$ cat src/rtl/hack_rom_loader.sv
// Byte-stream loader that writes big-endian 16-bit words into the instruction ROM and
// holds the CPU in reset until a frame has loaded. Optional checksum byte: HACK_LOADER_CHECKSUM_EN.
module hack_rom_loader #(
  parameter logic [7:0]  HEADER    = 8'hA5,
  parameter int unsigned MAX_WORDS = 32767
) (
  input  logic        i_clk,
  input  logic        i_reset_n,
  input  logic [7:0]  i_s_data,
  input  logic        i_s_valid,
  output logic        o_s_ready,
  output logic        o_rom_we,
  output logic [14:0] o_rom_addr,
  output logic [15:0] o_rom_data,
  output logic        o_cpu_reset,
  output logic        o_done,
  output logic        o_error,
  output logic [2:0]  o_dbg_state
);

  // Handshake: a byte transfers on a rising edge where i_s_valid and o_s_ready are both 1;
  // the source may present or withdraw a byte freely while o_s_ready is 0.

  typedef enum logic [2:0] {
    IDLE    = 3'd0,
    LEN_HI  = 3'd1,
    LEN_LO  = 3'd2,
    DATA_HI = 3'd3,
    DATA_LO = 3'd4,
    CKSUM   = 3'd5,
    DONE    = 3'd6,
    ERROR   = 3'd7
  } state_t;

  state_t      state_q, state_d;
  logic [7:0]  len_hi_q, len_hi_d;
  logic [15:0] len_q, len_d;
  logic [15:0] cnt_q, cnt_d;
  logic [7:0]  hi_q, hi_d;
  logic        we_q, we_d;
  logic [14:0] addr_q, addr_d;
  logic [15:0] data_q, data_d;
  logic        rdy_q;

  logic        accept;
  logic        is_header;
  logic [15:0] len_full;
  logic        last_word;

  assign accept    = i_s_valid && o_s_ready;
  assign is_header = (i_s_data == HEADER);
  assign len_full  = {len_hi_q, i_s_data};
  assign last_word = ((cnt_q + 16'd1) == len_q);

`ifdef HACK_LOADER_CHECKSUM_EN
  logic [7:0] sum_q, sum_d;
  logic [7:0] sum_next;
  assign sum_next = sum_q + i_s_data;
`endif

  // State and datapath registers
  always_ff @(posedge i_clk or negedge i_reset_n) begin
    if (!i_reset_n) begin
      state_q  <= IDLE;
      len_hi_q <= 8'd0;
      len_q    <= 16'd0;
      cnt_q    <= 16'd0;
      hi_q     <= 8'd0;
      we_q     <= 1'b0;
      addr_q   <= 15'd0;
      data_q   <= 16'd0;
      rdy_q    <= 1'b0;
`ifdef HACK_LOADER_CHECKSUM_EN
      sum_q    <= 8'd0;
`endif
    end else begin
      state_q  <= state_d;
      len_hi_q <= len_hi_d;
      len_q    <= len_d;
      cnt_q    <= cnt_d;
      hi_q     <= hi_d;
      we_q     <= we_d;
      addr_q   <= addr_d;
      data_q   <= data_d;
      rdy_q    <= 1'b1;
`ifdef HACK_LOADER_CHECKSUM_EN
      sum_q    <= sum_d;
`endif
    end
  end

  // Next-state logic
  always_comb begin
    state_d = state_q;
    if (accept) begin
      case (state_q)
        IDLE, DONE, ERROR: if (is_header) state_d = LEN_HI;
        LEN_HI:            state_d = LEN_LO;
        LEN_LO: begin
          if (32'(len_full) > MAX_WORDS) state_d = ERROR;
`ifdef HACK_LOADER_CHECKSUM_EN
          else if (len_full == 16'd0)    state_d = CKSUM;
`else
          else if (len_full == 16'd0)    state_d = DONE;
`endif
          else                           state_d = DATA_HI;
        end
        DATA_HI: state_d = DATA_LO;
        DATA_LO: begin
`ifdef HACK_LOADER_CHECKSUM_EN
          state_d = last_word ? CKSUM : DATA_HI;
`else
          state_d = last_word ? DONE : DATA_HI;
`endif
        end
`ifdef HACK_LOADER_CHECKSUM_EN
        CKSUM: state_d = (sum_next == 8'h00) ? DONE : ERROR;
`endif
        default: state_d = state_q;
      endcase
    end
  end

  // Datapath next values; the write address is the word count before the increment
  always_comb begin
    len_hi_d = len_hi_q;
    len_d    = len_q;
    cnt_d    = cnt_q;
    hi_d     = hi_q;
    we_d     = 1'b0;
    addr_d   = addr_q;
    data_d   = data_q;
`ifdef HACK_LOADER_CHECKSUM_EN
    sum_d    = sum_q;
`endif
    if (accept) begin
      case (state_q)
        IDLE, DONE, ERROR: begin
          if (is_header) begin
            cnt_d = 16'd0;
`ifdef HACK_LOADER_CHECKSUM_EN
            sum_d = 8'd0;
`endif
          end
        end
        LEN_HI: len_hi_d = i_s_data;
        LEN_LO: len_d    = len_full;
        DATA_HI: hi_d    = i_s_data;
        DATA_LO: begin
          we_d   = 1'b1;
          addr_d = cnt_q[14:0];
          data_d = {hi_q, i_s_data};
          cnt_d  = cnt_q + 16'd1;
        end
        default: ;
      endcase
`ifdef HACK_LOADER_CHECKSUM_EN
      if (state_q inside {LEN_HI, LEN_LO, DATA_HI, DATA_LO}) sum_d = sum_next;
`endif
    end
  end

  // Outputs
  always_comb begin
    o_s_ready   = rdy_q && !we_q;
    o_rom_we    = we_q;
    o_rom_addr  = addr_q;
    o_rom_data  = data_q;
    o_cpu_reset = (state_q != DONE);
    o_done      = (state_q == DONE);
    o_error     = (state_q == ERROR);
    o_dbg_state = state_q;
  end

endmodule
$ cat config.mk
export PLATFORM = sky130hd
export DESIGN_NAME = hack_rom_loader
export DESIGN_NICKNAME = d
export VERILOG_FILES = /design/src/rtl/hack_rom_loader.sv
export SDC_FILE = /design/constraint.sdc
export NUM_CORES = 1
export LEC_CHECK = 0
export CORE_MARGIN = 2
export CORE_UTILIZATION = 44
export DETAILED_ROUTE_END_ITERATION = 8
export GPL_ROUTABILITY_DRIVEN = 0
export PLACE_DENSITY = 0.66
export SYNTH_ARGS = -nofsm -noshare
export SYNTH_HDL_FRONTEND = slang
export SYNTH_SLANG_ARGS = --single-unit
$ cat constraint.sdc
create_clock -name i_clk -period 2.2 [get_ports i_clk]
set_clock_uncertainty 0.1 [all_clocks]
set_input_delay 0.55 -clock i_clk [delete_from_list [all_inputs] [get_ports i_clk]]
set_output_delay 0.55 -clock i_clk [all_outputs]
set_load 0.1 [all_outputs]
==> metrics.md <==
| Metric | Value |
|---|---|
| P_leak | 2.622 nW |
| Cell Chain, Critical Path | nand3_4 > or2_2 > nor4_1 > nor3_2 > nor3_2 > buf_4 > a31oi_1 |
| Max-Cap Viols | 0 |
| Antenna Nets Post-Route | 0 |
| Critical path required time | 2310 ps |
| Initial core utilization | 0.4488 |
| Worst path max stage delay | 450 ps |
| Net Sw Frac | 0.4672 |
| Layout cell share with drive strength beyond 1 | 0.3540 |
| CP Capture Type | flop |
| Mapped Cells | 424 |
| Drt total wl | 10150 um |
| DR vias | 3369 |
| Routed vias/inst | 5.365 |
| Final worst slack | 46.70 ps |
| GRT Util Overall | 0.2080 |
| Vias in the first global route | 3327 |
| Critical Path Fanout Max | 7 |
| Setup violations, final | 0 |
| Remaining DRCs | 0 |
| Grt met3 use | 0.02913 |
| Most used cell, CP | nor3_2 |
| Overflow after GRT | 0 |
| Die Wd | 100.6 um |
| Switching power | 3.395 mW |
| Post-synth EDFFs | 0 |
| Layout area overhead | 32.56% |
| Num CTS Buffers | 9 |
| Main synth FF type | dfrtp_1 |
| Die Height | 100.6 um |
| Global-route track usage on met1 | 0.2931 |
| Setup tns final | 0 ps |
| Wirelength per Cell | 16.16 um |
| Seq pwr share | 0.334 |
| Largest net degree at the start of global routing | 40 |
| Clock sinks | 84 |
| Worst slew margin relative to its limit | 0.6566 |
| Logic gate share of total power | 0.506 |
| Nets@finish | 524 |
| Root buf cell | clkbuf_8 |
| Die area | 0.01012 mm2 |
| Async set-reset flop share out of synthesis | 1.000 |
| RSZ-0062 raised after global routing | true |
| Slowest cell on the critical path | dfrtp_1 |
| Sequential fraction of the synthesis area | 0.5117 |
| Max Freq | 0.4644 GHz |
| PortBufs | 49 |
| Hold crit path type | input port to asynchronous set/reset pin |
| DRT iter0 DRCs | 231 |
| Clk_lat worst skew | 340 ps |
| Top-level I/O count | 50 |
| CP startpoint kind | flop |
| H-tree Lvls | 3 |
| Area contributors post-synth | dfrtp_1 (51%), nand2_1 (11%), mux2_2 (9.0%) |
| Count of cell types in the netlist | 53 |
| Count of pins over their slew limit | 0 |
| Post-synth top area cell | dfrtp_1 |
| HPWL after DPL | 6879 um |
| Syn_nets | 436 |
| Global-route wire length before repair | 16470 um |
| Period Utilization, post-route | 0.9788 |
| Row Count | 35 |
| Most frequent cell after synthesis | nand2_1 |
| CTS Buffer Depth | 2 |
| CTS tree | built |
| CP arrival | 2270 ps |
| Setup WS pre-CTS | -418.2 ps |
| Ys Warns | 0 |
| Syn Std Cell Area | 0.004108 mm2 |
| Initial antenna violation count | 0 |
| Routing usage on met2 | 0.3241 |
| Seq cells post-synth | 84 |
| CTS clk-pin slew, worst paths | 100 ps |
| Inserted Diodes | 0 |
| Clock share of power | 0.159 |
| Synth top area share | 0.5117 |
| Commonest cells post-synth | nand2_1 (119), dfrtp_1 (84), mux2_2 (33), o21ai_0 (27), xnor2_1 (15) |
| Power per cell area | 1335 mW/mm2 |
| Post-layout min period | 2153 ps |
| GRT Max-Usage Layer | met2 |
| Worst-Margin Slew | 515.1 ps |
| Syn avg cell area | 9.688 um2 |
| Final hold vios | 0 |
| Power Internal | 3.873 mW |
| First-pass DRT Iterations | 4 |
| Worst vdd ir | 1.142 mV |
| Status | complete, no violations |
| Setup CP Type | flop to flop |
| Core box area | 0.009153 mm2 |
sequential cells by signal, indices dropped and copies added, names as in the netlist:
register and cells:
len_q 16, rdy_q 1, hi_q 8, o_dbg_state 3
o_rom_we 1, o_rom_data 16, cnt_q 16, o_rom_addr 15
len_hi_q 8
worst max-delay path, delay by kind of cell, from the launching register on:
kind / cells / cell delay [ps]
buffers and inverters: 1 / 150
AO/OA/AOI/OAI: 1 / 90
AND/OR/NAND/NOR: 5 / 1230
flip-flops: 1 / 450
power by group through the flow:
stage	Clock (mW)	Sequential (mW)	Combinational (mW)
2_1_floorplan	0	3.66	1.32
3_3_place_gp	0	2.44	3.47
3_5_place_dp	0	2.46	3.55
4_1_cts	1.18	2.48	3.51
5_1_grt	1.24	2.50	3.90
6_report	1.16	2.43	3.68
repair_timing:
item / CTS / global route
gates resized for setup: 5 / 31
setup endpoints to repair: 11 / 19
pin swaps: 0 / 8
setup buffers: 0 / 8
hold buffers: 0 / 0
cloned: 0 / 1
cell families (layout without fill, tap and decap cells):
| family | count (synthesis) | in the layout | synth area share |
|---|---|---|---|
| xor gates and xnor gates | 22 | 22 | 0.04691 |
| DFF | 84 | 84 | 0.5117 |
| buffers and inverters | 32 | 125 | 0.03533 |
| AOI/OAI and AO/OA | 64 | 64 | 0.1011 |
| other | 1 | 1 | 0.0009129 |
| adders and majority gates | 1 | 1 | 0.003046 |
| muxes | 34 | 34 | 0.09290 |
| and+or+nand+nor | 186 | 186 | 0.2080 |
cell usage in the layout (no fill, tap or decap), drive strengths merged, types with 6 or more instances in the layout:
cell / synthesis / routed
nand2: 120 / 120
buf: 14 / 94
dfrtp: 84 / 84
mux2: 33 / 33
o21ai: 27 / 27
xnor2: 15 / 15
nor2: 15 / 15
nand3: 12 / 12
a21oi: 11 / 11
clkbuf: 13 / 11
nor4: 9 / 9
xor2: 7 / 7
o31ai: 7 / 7
clkdlybuf4s50: 0 / 6
inv: 5 / 6
through the flow:
stage | hold WS [ps] | instance area [um2] | std cells | total power [mW] | util
floorplan | 154.4 | 4172 | 424 | 4.979 | -
global placement | 346.1 | 5059 | 604 | 5.915 | 0.5527
detailed placement | 355.8 | 5059 | 604 | 6.008 | 0.5527
CTS | 33.81 | 5283 | 619 | 7.169 | 0.5772
global route | 46.06 | 5445 | 628 | 7.641 | 0.5949
finish | 33.71 | 5445 | 628 | 7.268 | 0.5949
cell type report:
cell class | count | area (um2)
Multi-Input combinational cell | 308 | 1976
Fill cell | 786 | 3707
Sequential cell | 84 | 2118
Clock inverter | 6 | 70.07
Tap cell | 111 | 138.9
Timing Repair Buffer | 104 | 982.2
Inverter | 5 | 22.52
Clock buffer | 10 | 137.6
final timing paths:
path | start | end | slack (ps) | depth (start not counted)
max in group asynchronous | i_reset_n | o_rom_we$_DFF_PN0_ | 1390 | 2
min in group i_clk | hi_q[5]$_DFFE_PN0P_ | o_rom_data[13]$_DFFE_PN0P_ | 370 | 2
worst min register to register | hi_q[5]$_DFFE_PN0P_ | o_rom_data[13]$_DFFE_PN0P_ | 370 | 2
worst max-delay path | cnt_q[5]$_DFFE_PN0P_ | o_dbg_state[0]$_DFFE_PN0P_ | 50 | 7
worst min-delay path | i_reset_n | cnt_q[10]$_DFFE_PN0P_ | 30 | 1
worst max register to register | cnt_q[5]$_DFFE_PN0P_ | o_dbg_state[0]$_DFFE_PN0P_ | 50 | 7
per-layer routing:
metal / part of all wire / vias to the layer above / wire [um]
li1: - / 1623 / -
met1: 0.46 / 1640 / 4679
met2: 0.48 / 98 / 4894
met3: 0.043 / 8 / 435
met4: 0.014 / 0 / 138
met5: 0 / - / 0
Power figures use the tool's default switching activity.
